`src/rtl/sobel_line_scheduler.sv`:
```
// ---------------------------------------------------------------------------
// sobel_line_scheduler
//
// Purpose:
//   Sequences the 3-line Sobel datapath between the camera FIFO and the Sobel
//   output FIFO. Words are pulled from the camera FIFO whenever it holds
//   enough data and the output FIFO has room. The block locks to frame start
//   using the SOF marker (bit 16 of the camera word). It tracks column, row and
//   ring-buffer position, and emits result strobes delayed to line up with
//   the datapath pipeline.
//
// Ports:
//   clk_w       in   sole clock
//   rst         in   synchronous, active-high reset
//   enable      in   run request, sampled in IDLE and at frame end
//   fifo_count  in   camera FIFO data count
//   fifo_sof    in   frame-start marker of the camera FIFO head word
//   out_afull   in   Sobel output FIFO almost-full
//   rd_en       out  camera FIFO read strobe (combinational)
//   pix_valid   out  head word is an accepted pixel (combinational)
//   wr_row_idx  out  ring buffer written by the current line
//   rd_top_idx  out  ring buffer holding line row-2
//   rd_mid_idx  out  ring buffer holding line row-1
//   wr_addr     out  current column (line-RAM write address)
//   rd_addr     out  current column (line-RAM read address, read-before-write)
//   out_valid   out  result strobe, PIPE_LAT cycles after the accept
//   out_border  out  result lies in the first two columns
//   out_eol     out  result is the last column of its line
//   out_eof     out  result is the last one of the frame
//   busy        out  controller is not idle
//   err_resync  out  one-cycle pulse after an unexpected frame-start marker
// ---------------------------------------------------------------------------
module sobel_line_scheduler #(
  parameter int H_ACTIVE   = 640,
  parameter int V_ACTIVE   = 480,
  parameter int ADDR_WIDTH = 10,
  parameter int CNT_WIDTH  = 10,
  parameter int MIN_LEVEL  = 6,
  parameter int PIPE_LAT   = 2
) (
  input  logic                  clk_w,
  input  logic                  rst,
  input  logic                  enable,
  input  logic [CNT_WIDTH-1:0]  fifo_count,
  input  logic                  fifo_sof,
  input  logic                  out_afull,
  output logic                  rd_en,
  output logic                  pix_valid,
  output logic [1:0]            wr_row_idx,
  output logic [1:0]            rd_top_idx,
  output logic [1:0]            rd_mid_idx,
  output logic [ADDR_WIDTH-1:0] wr_addr,
  output logic [ADDR_WIDTH-1:0] rd_addr,
  output logic                  out_valid,
  output logic                  out_border,
  output logic                  out_eol,
  output logic                  out_eof,
  output logic                  busy,
  output logic                  err_resync
);

  localparam int ROW_WIDTH = (V_ACTIVE > 1) ? $clog2(V_ACTIVE) : 1;

  localparam logic [ADDR_WIDTH-1:0] COL_LAST       = ADDR_WIDTH'(H_ACTIVE - 1);
  localparam logic [ADDR_WIDTH-1:0] COL_BORDER_END = ADDR_WIDTH'(2);
  localparam logic [ROW_WIDTH-1:0]  ROW_LAST       = ROW_WIDTH'(V_ACTIVE - 1);
  localparam logic [ROW_WIDTH-1:0]  ROW_PRIME_LAST = ROW_WIDTH'(1);
  localparam logic [CNT_WIDTH-1:0]  LEVEL          = CNT_WIDTH'(MIN_LEVEL);

  typedef enum logic [1:0] {
    IDLE     = 2'd0,
    WAIT_SOF = 2'd1,
    PRIME    = 2'd2,
    STREAM   = 2'd3
  } state_t;

  state_t state;

  logic [ADDR_WIDTH-1:0] col;
  logic [ROW_WIDTH-1:0]  row;
  logic [1:0]            ring;

  // Result delay line, one entry per cycle: {valid, border, eol, eof}.
  logic [PIPE_LAT-1:0][3:0] pipe_q;

  logic                  go;
  logic                  in_frame;
  logic                  accept;
  logic                  resync;
  logic                  result;
  logic                  line_end;
  logic                  frame_end;
  logic [ADDR_WIDTH-1:0] cur_col;
  logic [ROW_WIDTH-1:0]  cur_row;
  logic [1:0]            cur_ring;
  logic [1:0]            next_ring;
  logic [3:0]            res_word;

  // Accept decision and the effective pixel position for this cycle. A
  // resync word is treated as pixel (0,0) of a fresh frame, so the position
  // seen by the line RAMs is overridden in the same cycle.
  always_comb begin
    in_frame  = (state == PRIME) || (state == STREAM);
    go        = (state != IDLE) && (fifo_count >= LEVEL) && !out_afull;
    accept    = go && (in_frame || fifo_sof);
    resync    = go && in_frame && fifo_sof && ((col != '0) || (row != '0));
    cur_col   = resync ? '0    : col;
    cur_row   = resync ? '0    : row;
    cur_ring  = resync ? 2'd0  : ring;
    next_ring = (cur_ring == 2'd2) ? 2'd0 : cur_ring + 2'd1;
    line_end  = (cur_col == COL_LAST);
    frame_end = line_end && (cur_row == ROW_LAST);
    result    = accept && (state == STREAM) && !resync;
    res_word  = {result,
                 result && (cur_col < COL_BORDER_END),
                 result && line_end,
                 result && frame_end};
  end

  // Ring read indices trail the write index by one and two lines (mod 3).
  always_comb begin
    rd_mid_idx = 2'd1;
    rd_top_idx = 2'd0;
    case (cur_ring)
      2'd0: begin
        rd_mid_idx = 2'd2;
        rd_top_idx = 2'd1;
      end
      2'd1: begin
        rd_mid_idx = 2'd0;
        rd_top_idx = 2'd2;
      end
      default: begin
        rd_mid_idx = 2'd1;
        rd_top_idx = 2'd0;
      end
    endcase
  end

  // Control FSM, position counters, resync flag and the result delay line.
  // The delay line shifts every cycle regardless of stalls so that output
  // gaps mirror input gaps.
  always_ff @(posedge clk_w) begin
    if (rst) begin
      state      <= IDLE;
      col        <= '0;
      row        <= '0;
      ring       <= 2'd0;
      err_resync <= 1'b0;
      pipe_q     <= '0;
    end else begin
      err_resync <= resync;
      pipe_q[0]  <= res_word;
      for (int i = 1; i < PIPE_LAT; i++) begin
        pipe_q[i] <= pipe_q[i-1];
      end

      case (state)
        IDLE: begin
          if (enable) begin
            state <= WAIT_SOF;
          end
        end

        default: begin
          if (accept) begin
            if (!line_end) begin
              col  <= cur_col + 1'b1;
              row  <= cur_row;
              ring <= cur_ring;
              // Leaving WAIT_SOF or resyncing always lands in PRIME.
              state <= (state == STREAM && !resync) ? STREAM : PRIME;
            end else if ((state == STREAM) && !resync && frame_end) begin
              col   <= '0;
              row   <= '0;
              ring  <= 2'd0;
              state <= enable ? WAIT_SOF : IDLE;
            end else begin
              col  <= '0;
              row  <= cur_row + 1'b1;
              ring <= next_ring;
              if ((state == STREAM) && !resync) begin
                state <= STREAM;
              end else if (cur_row == ROW_PRIME_LAST) begin
                state <= STREAM;
              end else begin
                state <= PRIME;
              end
            end
          end
        end
      endcase
    end
  end

  assign rd_en      = go;
  assign pix_valid  = accept;
  assign wr_row_idx = cur_ring;
  assign wr_addr    = cur_col;
  assign rd_addr    = cur_col;
  assign busy       = (state != IDLE);
  assign out_valid  = pipe_q[PIPE_LAT-1][3];
  assign out_border = pipe_q[PIPE_LAT-1][2];
  assign out_eol    = pipe_q[PIPE_LAT-1][1];
  assign out_eof    = pipe_q[PIPE_LAT-1][0];

endmodule

```
`config.mk`:
```
export PLATFORM = sky130hd
export DESIGN_NAME = sobel_line_scheduler
export DESIGN_NICKNAME = d
export VERILOG_FILES = /design/src/rtl/sobel_line_scheduler.sv
export SDC_FILE = /design/constraint.sdc
export NUM_CORES = 1
export LEC_CHECK = 0
export CAP_MARGIN = 20
export CELL_PAD_IN_SITES_DETAIL_PLACEMENT = 1
export CELL_PAD_IN_SITES_GLOBAL_PLACEMENT = 2
export CORE_AREA = 2 2 87 89
export CTS_CLUSTER_SIZE = 30
export DETAILED_ROUTE_END_ITERATION = 10
export DIE_AREA = 0 0 89 91
export GPL_TIMING_DRIVEN = 0
export PLACE_DENSITY_LB_ADDON = 0.1
export RECOVER_POWER = 50
export SYNTH_ARGS = -nofsm -noshare
export SYNTH_HDL_FRONTEND = slang
export SYNTH_SLANG_ARGS = --single-unit
export TNS_END_PERCENT = 30
```
`constraint.sdc`:
```
create_clock -name clk_w -period 4.5 [get_ports clk_w]
set_input_delay 0.675 -clock clk_w [delete_from_list [all_inputs] [get_ports clk_w]]
set_output_delay 0.675 -clock clk_w [all_outputs]
set_load 0.05 [all_outputs]
```
# Yosys cells after proc, flatten, opt, wreduce, memory -nomap -nowiden
# Cells that the tools add are included.
[totals]
register_bits = 32
out_inout_bits = 34
[classes]
reduce_logical = 27
mux = 20
order_cmp = 2
eq_ne = 8
n_addsub = 3
bitwise_logic = 1
[ops]
columns = ["op", "count"]
rows = [
  ["9-bit 2-to-1 mux", 3],
  ["10-bit 2-to-1 mux", 2],
  ["2-bit 2-to-1 mux", 9],
  ["1-bit logical AND", 14],
  ["10-bit by 1-bit adder with 10-bit output (second input constant)", 1],
  ["10-bit equality test (second input constant)", 1],
  ["10-bit by 3-bit >= comparator with 1-bit output (second input constant)", 1],
  ["10-bit by 2-bit < comparator with 1-bit output (second input constant)", 1],
  ["10-bit nonzero test", 1],
  ["9-bit by 1-bit adder with 9-bit output (second input constant)", 1],
  ["9-bit by 1-bit equality test with 1-bit output (second input constant)", 1],
  ["9-bit equality test (second input constant)", 1],
  ["9-bit nonzero test", 1],
  ["2-bit case mux with 2 select lines", 2],
  ["2-bit equality test (second input constant)", 3],
  ["2-bit logical NOT", 2],
  ["1-bit 2-to-1 mux", 4],
  ["2-bit AND reduction", 2],
  ["2-bit nonzero test", 2],
  ["1-bit logical OR", 3],
  ["2-bit by 1-bit adder with 2-bit output (second input constant)", 1],
  ["2-bit by 1-bit equality test with 1-bit output (second input constant)", 1],
  ["1-bit logical NOT", 2],
  ["2-bit != test (second input constant)", 1],
  ["1-bit NOT", 1],
]

# Depth between registers and ports, before layout
# Gate-level depths: netlist (run 1).
[depth]
word_depth = 14
mapped_depth = 13
ltp_nobuf = 11

# Worst setup path after synthesis (run 1)
# Ideal clock, no wire load.
[synth_path]
path_kind = "input port to flip-flop"
startpoint = "input fifo_count[4]"
endpoint = "register row[7]"
setup_ps = 91
t_arrival_ps = 3862
stages = 12
required_time_ps = 4409
slack_ps = 547
cell_sequence = "nor4_1 -> a31o_2 -> a211o_2 -> clkbuf_1 -> and2_1 -> ha_1 -> and3_1 -> clkbuf_1 -> nand3_2 -> or4_1 -> o21ba_2 -> a311oi_1"
[synth_between]
elab_chain_len = 12
word_cells_on_any_way = 19
classes_between = "add/sub (1); order compare (1); eq/ne (2); mux (4); reduce/logical (11)"
[synth_rtl]
columns = ["element", "line_no", "rtl"]
rows = [
  ["start: declaration", "44", "input logic [CNT_WIDTH-1:0] fifo_count,"],
  ["10-bit by 3-bit >= comparator with 1-bit output (*)", "104", "go = (state != IDLE) && (fifo_count >= LEVEL) && !out_afull;"],
  ["1-bit logical AND (*) (2 in a row)", "104", ""],
  ["1-bit logical AND (*) (3 in a row)", "106", "resync = go && in_frame && fifo_sof && ((col != '0) || (row != '0));"],
  ["10-bit 2-to-1 mux (*)", "107", "cur_col = resync ? '0 : col;"],
  ["net rd_addr[1]", "53", "output logic [ADDR_WIDTH-1:0] rd_addr,"],
  ["10-bit equality test (*)", "111", "line_end = (cur_col == COL_LAST);"],
  ["1-bit logical AND", "112", "frame_end = line_end && (cur_row == ROW_LAST);"],
  ["1-bit logical AND", "173", "end else if ((state == STREAM) && !resync && frame_end) begin"],
  ["9-bit 2-to-1 mux", "173", ""],
  ["9-bit 2-to-1 mux (*)", "167", "if (!line_end) begin"],
  ["end signal: assignment", "169", "row <= cur_row;"],
  ["end signal: assignment", "180", "row <= cur_row + 1'b1;"],
  ["end: declaration", "80", "logic [ROW_WIDTH-1:0] row;"],
]
# The timed path passes the listed nets; every way through them passes the cells marked *.
# A chain may end at the register's enable or synchronous reset.

# Final worst setup path (run 1)
[layout_path]
startpoint = "input fifo_count[4]"
endpoint = "register row[7]"
[layout_between]
elab_chain_len = 12
word_cells_on_any_way = 19
classes_between = "add/sub (1); order compare (1); eq/ne (2); mux (4); reduce/logical (11)"
[layout_rtl]
columns = ["element", "line_no"]
rows = [
  ["10-bit by 3-bit >= comparator with 1-bit output (*)", "104"],
  ["1-bit logical AND (*) (2 in a row)", "104"],
  ["branches (longest 9 deep; another with 9-bit by 1-bit adder with 9-bit output)", "--"],
]
# Mark *: on every way between the ends.

==> results.env, run 1 <==
SYNTH-WARNING-COUNT=0
MAX_SLEW_MARGIN_PCT=30.2
POSTSYNTHREGISTERBITS=32
GP_CONGESTION=0.832
SYNTH_UNIQUE_CELLS=50
CLOCK_POWER_SHARE_PCT=44.2
TIGHTEST_SLEW_NS=1.04
FINAL_ANTENNA_NET_COUNT=0
ROUTE.DETAILED.WL_PER_INST_UM=16.7
DIE_AREA_UM2=8100
ROUTE.DETAILED.DRC=0
TIMING.CRITICAL_PATH.FANOUT_MAX=10
INITIAL_ANTENNA_VIOLATION_COUNT=0
CLOCK_LATENCY_NS=0.29
VIAS=1925
START_UTIL_PCT=26.1
RUN_STATUS='finished clean'
TOTAL_SWITCHING_POWER_mW=0.187
GRT_PASS1_VIAS=2025
WORST_SETUP_PATH_END_KIND='register'
WORST_CLOCK_SKEW_NS=0.00318
ROUTED_VIA_DENSITY=5.00
WORST-ENDPOINT-REQUIRED_NS=4.70
TIMING.CRITICAL_PATH.ARRIVAL_NS=4.38
POWER_DENSITY_nW_PER_UM2=272
ANTENNA-DIODE-COUNT=0
AREA_FRACTION_OF_THE_DOMINANT_CELL_TYPE_AFTER_SYNTHESIS_PCT=34.4
WORST_R2R_PATH_DEPTH=12
OVERALL_DIE_HEIGHT_UM=91
CLK_PIN_SLEW_WORST_PATHS_NS=0.07
CTS.REPAIR_TIMING.SETUP_BUFFER_COUNT=0
FINISH.NET_COUNT=302
FLOORPLAN.ROWS=31
CTS_BUFFER_DEPTH=2
SYNTH_AREA_PER_CELL_UM2=8.02
SYNTH.LARGEST_AREA_CELL='sky130_fd_sc_hd__dfxtp_1'
CORE-AREA_UM2=7140
GRT_SETUP_UNREPAIRED='no'
MAX_FREQ_GHz=0.239
HTREEDEPTH=2
SWITCHING_SHARE_PCT=26.3
DP.FINAL_HPWL_UM=4670
WORST_SETUP_PATH_START='fifo_count[4]'
HOLD_SLACK_NS=0.438
PRE_CTS_SLACK_NS=-0.480
VDD_IR_DROP_MAX_mV=0.151
TRITONCTS_NUM_SINKS=32
LAYOUT.CELLS.MOST_COMMON='sky130_fd_sc_hd__dfxtp_1'
PORT-BUFFER-COUNT=46
POWER_AFTER_LAYOUT_mW=0.708
SETUP_VIOL_COUNT_FINAL=0
GR-TOTAL-OVERFLOW=0
DETAILED_ROUTING_ITERATION_COUNT_FOR_THE_PRE_ANTENNA_REPAIR_PASS=4
X_DIMENSION_OF_THE_DIE_UM=89
GRT_MAX_DEGREE=11
FF2FF_SETUP_SLACK_NS=0.41
DETAIL_ROUTE.ITER0.VIOLATIONS=77
SYNTH.TOP_CELLS.BY_AREA='sky130_fd_sc_hd__dfxtp_1 34%, sky130_fd_sc_hd__nand2_1 5.2%, sky130_fd_sc_hd__buf_4 4.8%'
POST_ROUTE_CELLS_DRIVE_ABOVE_1_SHARE_PCT=14.0
GRT_FIRST_PASS_WIRELENGTH_UM=10700
FLOW.AREA_GROWTH_FROM_SYNTHESIS_PCT=39.9
SLEW_VIOLATIONS=0
CRITPATHCAPTURE='row[7]'
HOLD_VIOL_FINAL=0
CRIT_TYPE='input port to register'
P_INT_mW=0.522
DETAIL_ROUTE.WIRELENGTH_UM=6420
CTS_TREE='built'
CTSROOTBUFFERMASTER='sky130_fd_sc_hd__clkbuf_8'
SYN-INSTANCE-COUNT=232
MAPPEDNETLISTNETS=249
GRT_USAGE_PCT=17.0
POST-ROUTE-WORST-SETUP-SLACK_NS=0.323
STANDBY_LEAKAGE_POWER_nW=0.964
TIMING.MAX_CAP.VIOLATIONS=0
SEQ_POWER_SHARE_PCT=41.2
SYNTH.CELL_AREA_UM2=1860
COMB_POWER_SHARE_PCT=14.6
HOLD_CLASS='register to register'
CRITICAL_PATH.REG2REG.STARTPOINT='col[6]'
FINALCOREUTILIZATION_PCT=36.5
SYNTH.YOSYS.SEQ_AREA_SHARE_PCT=34.4
PERIOD_MINUS_SLACK_NS=4.18
ELEMENT_TYPE_AT_THE_CRITICAL_PATH_START='input port'
COUNT_OF_BOUNDARY_I_O_PINS=49
FINAL_CELL_MIX='32 x sky130_fd_sc_hd__dfxtp_1, 29 x sky130_fd_sc_hd__clkdlybuf4s50_1, 26 x sky130_fd_sc_hd__nand2_1'
REG2REG_TO='row[7]'
CTS_MADE_BUFFERS=5
FINAL_CYCLE_UTILIZATION_OF_THE_CRITICAL_PATH_PCT=92.8
stage by stage:
step	cells	setup TNS [ns]	instance area, µm²
after floorplan	232	0	1860
after global placement	377	-4.00	2440
after detailed placement	377	-3.91	2440
after CTS	385	-0.0137	2580
after global routing	385	0	2600
final	385	0	2600
flip-flops by register name, summed over array words and instances, names as in the netlist:
name / flops
pipe_q: 4
out_valid: 1
out_border: 1
state: 2
ring: 2
row: 9
out_eof: 1
out_eol: 1
err_resync: 1
col: 10
synth_stat cells (all sizes together):
cell type / number
a21o: 2
nor2b: 4
clkbuf: 9
o311ai: 1
a31oi: 4
o21ba: 1
o21a: 1
a32o: 1
or4: 7
dfxtp: 32
nand2b: 5
nor4: 7
o41ai: 2
or3: 5
nand3: 11
and3: 2
inv: 4
a211o: 1
o211ai: 1
o21ai: 12
a22oi: 1
nand3b: 4
a211oi: 2
nor2: 10
nor3: 10
nor4b: 1
and2: 15
nand4: 7
nand4b: 2
a31o: 1
o31ai: 1
nand2: 26
a311oi: 4
buf: 14
nor3b: 1
a21oi: 17
ha: 2
or2: 2
critical path: stages:
cell,delay (ns)
sky130_fd_sc_hd__clkdlybuf4s50_1,0.42
sky130_fd_sc_hd__nor4_2,0.33
sky130_fd_sc_hd__a31o_1,0.28
sky130_fd_sc_hd__a211o_2,0.24
sky130_fd_sc_hd__clkbuf_2,0.27
sky130_fd_sc_hd__and2_1,0.21
sky130_fd_sc_hd__ha_1,0.19
sky130_fd_sc_hd__and3_1,0.16
sky130_fd_sc_hd__clkbuf_1,0.33
sky130_fd_sc_hd__nand3_4,0.24
sky130_fd_sc_hd__or4_1,0.58
sky130_fd_sc_hd__o21ba_2,0.22
sky130_fd_sc_hd__a311oi_1,0.22
worst min path at each step:
| stage | start | endpoint | slack (ns) | cells after the start |
|---|---|---|---|---|
| final | pipe_q[3] | out_valid | 0.44 | 1 |
| after global routing | pipe_q[2] | out_border | 0.46 | 1 |
| after CTS | pipe_q[3] | out_valid | 0.44 | 1 |
| after detailed placement | pipe_q[3] | out_valid | 0.42 | 1 |
| after global placement | pipe_q[1] | out_eol | 0.42 | 1 |
| after floorplan | pipe_q[2] | out_border | 0.41 | 1 |
power groups by stage:
stage          sequential (mW)  combinational (mW)  clock, mW
6_report                 0.292               0.103      0.313
5_1_grt                  0.292               0.111      0.333
4_1_cts                  0.292               0.106      0.322
3_5_place_dp             0.298               0.105          0
3_3_place_gp             0.298               0.104          0
2_1_floorplan            0.297              0.0655          0
final cells by class:
| type | instances | area, µm² |
|---|---|---|
| Fill cell | 888 | 4530 |
| Multi-Input combinational cell | 173 | 1100 |
| Sequential cell | 32 | 641 |
| Timing Repair Buffer | 46 | 460 |
| Buffer | 23 | 141 |
| Tap cell | 99 | 124 |
| Clock buffer | 7 | 96.3 |
| Clock inverter | 1 | 30.0 |
| Inverter | 4 | 15.0 |
kinds of logic after synthesis:
family | synth area share, %
AOI/OAI and AO/OA | 18.2
adders and majority gates | 1.34
buffers and inverters | 8.34
DFF | 34.4
and+or+nand+nor | 37.7
what timing repair did:
action	4_1_cts	5_1_grt
hold buffers	0	0
setup endpoints to repair	8	17
cloned	0	0
pin swaps	0	0
resized for setup	2	7
metal layers:
metal,global-route usage [%],up-vias,wire [µm]
met5,0,-,0
met4,4.35,0,88
met3,3.00,7,165
met2,27.2,31,3020
met1,23.4,937,3140
li1,-,950,-
Note: power is estimated with default switching activity, not from simulation.
==> run 2, diff against run 1 <==
--- a/config.mk
+++ b/config.mk
@@ -15,6 +15,7 @@
 export GPL_TIMING_DRIVEN = 0
 export PLACE_DENSITY_LB_ADDON = 0.1
 export RECOVER_POWER = 50
+export SKIP_LAST_GASP = 1
 export SYNTH_ARGS = -nofsm -noshare
 export SYNTH_HDL_FRONTEND = slang
 export SYNTH_SLANG_ARGS = --single-unit
==> results.env, run 2 (synthesis gave the netlist of run 1 again) <==
WORST_CLOCK_SKEW_NS=0.00382  # +0.000636 ns
CRIT_SLOWEST_CELL='sky130_fd_sc_hd__or4_1'
POST_ROUTE_CELLS_DRIVE_ABOVE_1_SHARE_PCT=14.0  # unchanged
DP.FINAL_HPWL_UM=4670  # unchanged
INITIAL_ANTENNA_VIOLATION_COUNT=0  # unchanged
SETUP-TNS-FINAL_NS=0  # unchanged
FINAL_CYCLE_UTILIZATION_OF_THE_CRITICAL_PATH_PCT=92.7  # -0.10 points
WORST-ENDPOINT-REQUIRED_NS=4.70  # about the same
LAYOUT.CELLS.MOST_COMMON='sky130_fd_sc_hd__dfxtp_1'
DETAIL_ROUTE.WIRELENGTH_UM=6410  # -0.11%
HOLD_PATH_DEPTH=1  # unchanged
HOLD_VIOL_FINAL=0  # unchanged
CTSROOTBUFFERMASTER='sky130_fd_sc_hd__clkbuf_8'
FINALCOREUTILIZATION_PCT=36.5  # unchanged
FINAL_CELL_MIX='32 x sky130_fd_sc_hd__dfxtp_1, 29 x sky130_fd_sc_hd__clkdlybuf4s50_1, 26 x sky130_fd_sc_hd__nand2_1'
GRT_SETUP_UNREPAIRED='no'
HOLD_CLASS='register to register'
STANDBY_LEAKAGE_POWER_nW=0.964  # unchanged
REGMOSTFLOPS='col'
CLK_PIN_SLEW_WORST_PATHS_NS=0.07  # about the same
OVERALL_DIE_HEIGHT_UM=91  # unchanged
VIAS=1924  # -0.052%
TIMING.MAX_CAP.VIOLATIONS=0  # unchanged
WORST_SETUP_PATH_END_KIND='register'
DETAILED_ROUTING_ITERATION_COUNT_FOR_THE_PRE_ANTENNA_REPAIR_PASS=4  # unchanged
CTS_MADE_BUFFERS=5  # unchanged
LARGEST_REG_FLOPS=10  # unchanged
X_DIMENSION_OF_THE_DIE_UM=89  # unchanged
SETUP_VIOL_COUNT_FINAL=0  # unchanged
FINISH.NET_COUNT=302  # unchanged
FLOORPLAN.ROWS=31  # unchanged
SLEW_VIOLATIONS=0  # unchanged
CRIT_TYPE='input port to register'
GRT_USAGE_PCT=17.0  # +0.018 points
WORST_R2R_PATH_DEPTH=12  # unchanged
CTS_BUFFER_DEPTH=2  # unchanged
MAX_SLEW_MARGIN_PCT=36.2  # +6.0 points
DIE_AREA_UM2=8100  # unchanged
GRT_PASS1_VIAS=2025  # unchanged
ROUTE.DETAILED.WL_PER_INST_UM=16.6  # -0.11%
DETAIL_ROUTE.ITER0.VIOLATIONS=72  # -6.5%
NUM-FILL-CELLS=888  # unchanged
ROUTED_VIA_DENSITY=5.00  # about the same
VDD_IR_DROP_MAX_mV=0.151  # -0.27%
MAX_STAGE_DELAY_NS=0.58  # about the same
ROUTE.DETAILED.DRC=0  # unchanged
POWER_DENSITY_nW_PER_UM2=272  # about the same
FF_LATCH_AREA_UM2=641  # unchanged
PERIOD_MINUS_SLACK_NS=4.17  # -0.00455 ns
COUNT_OF_BOUNDARY_I_O_PINS=49  # unchanged
CLOCK_LATENCY_NS=0.29  # about the same
DPL-INSTANCE-AREA_UM2=2440  # unchanged
GRT_FIRST_PASS_WIRELENGTH_UM=10700  # +0.20%
START_UTIL_PCT=26.1  # unchanged
RUN_STATUS='finished clean'
HTREEDEPTH=2  # unchanged
MAX_FREQ_GHz=0.240  # +0.11%
TRITONCTS_NUM_SINKS=32  # unchanged
MULTI_INPUT_COMB_AREA_UM2=1100  # unchanged
FINAL_ANTENNA_NET_COUNT=0  # unchanged
TIMING.CRITICAL_PATH.FANOUT_MAX=10  # unchanged
CORE-AREA_UM2=7140  # unchanged
PORT-BUFFER-COUNT=46  # unchanged
FLOW.AREA_GROWTH_FROM_SYNTHESIS_PCT=39.9  # unchanged
GRT_MAX_DEGREE=11  # unchanged
HOLD_SLACK_NS=0.438  # -0.00000800 ns
CTS_TREE='built'
TIMING.CRITICAL_PATH.ARRIVAL_NS=4.38  # about the same
CTS.REPAIR_TIMING.SETUP_BUFFER_COUNT=0  # unchanged
GP_CONGESTION=0.832  # unchanged
LARGESTREGISTERS='col x10, row x9, pipe_q x4'
GR-TOTAL-OVERFLOW=0  # unchanged
TIGHTEST_SLEW_NS=0.952  # -0.0888 ns
ANTENNA-DIODE-COUNT=0  # unchanged
ELEMENT_TYPE_AT_THE_CRITICAL_PATH_START='input port'
CRIT_CHAIN='clkdlybuf4s50_1 > nor4_2 > a31o_1 > a211o_2 > clkbuf_2 > and2_1 > ha_1 > and3_1 > clkbuf_1 > nand3_4 > or4_1 > o21ba_2 > a311oi_1'
FINISH.INSTANCE_AREA_UM2=2600  # unchanged
==> run 2: cell counts in the layout (fill, tap and decap cells not counted) <==
Identical to the previous run, type by type.
==> run 2: worst max-delay path: cells and delay by family <==
family,cells,cell delay [ns]
AO/OA/AOI/OAI,4,0.96
buffers and inverters,3,1.02
AND/OR/NAND/NOR,5,1.52
adder cells (fa/ha/maj),1,0.19
==> run 2: path summary, 6_finish.rpt <==
path	start	endpoint	slack, ns
worst max-delay path	fifo_count[4]	row[7]	0.33
worst min-delay path	pipe_q[3]	out_valid	0.44
worst max register to register	col[6]	row[7]	0.41
worst min register to register	pipe_q[3]	out_valid	0.44
==> run 2: through the flow <==
step                std cells  power [mW]  setup WS [ns]
floorplan                 232       0.362          0.547
global placement          377       0.402         -0.527
detailed placement        377       0.403         -0.480
CTS                       385       0.719        -0.0280
global route              385       0.736         0.0384
finish                    385       0.708          0.328
==> run 2: routing by layer <==
metal	track usage, %	wire (µm)	part of all wire, %
met4	4.35	88	1.4
met2	27.3	3040	47
met5	0	0	0
met3	3.00	169	2.6
met1	23.4	3110	48
==> run 2: repair_timing <==
item                                    CTS  global route
hold buffers                              0             0
cloned                                    0             0
gates resized for setup                   1             8
endpoints found under the setup margin    8            16
==> run 2: area by class of cell <==
cell class,count,area share [%]
Buffer,23,5.43
Clock buffer,7,3.70
Clock inverter,1,1.15
Inverter,4,0.577
Multi-Input combinational cell,173,42.1
Sequential cell,32,24.6
Tap cell,99,4.76
Timing Repair Buffer,46,17.7
==> run 2: power by group <==
group	switching [mW]	internal [mW]
sequential	0.00504	0.287
clock	0.118	0.195
combinational	0.0636	0.0396
==> run 3, diff against run 2 <==
--- a/config.mk
+++ b/config.mk
@@ -13,6 +13,7 @@
 export DETAILED_ROUTE_END_ITERATION = 10
 export DIE_AREA = 0 0 89 91
 export GPL_TIMING_DRIVEN = 0
+export HOLD_SLACK_MARGIN = 0.05
 export PLACE_DENSITY_LB_ADDON = 0.1
 export RECOVER_POWER = 50
 export SKIP_LAST_GASP = 1
==> results of run 3 <==
Same layout as run 2: the final DEF is identical, and so are final timing and power.
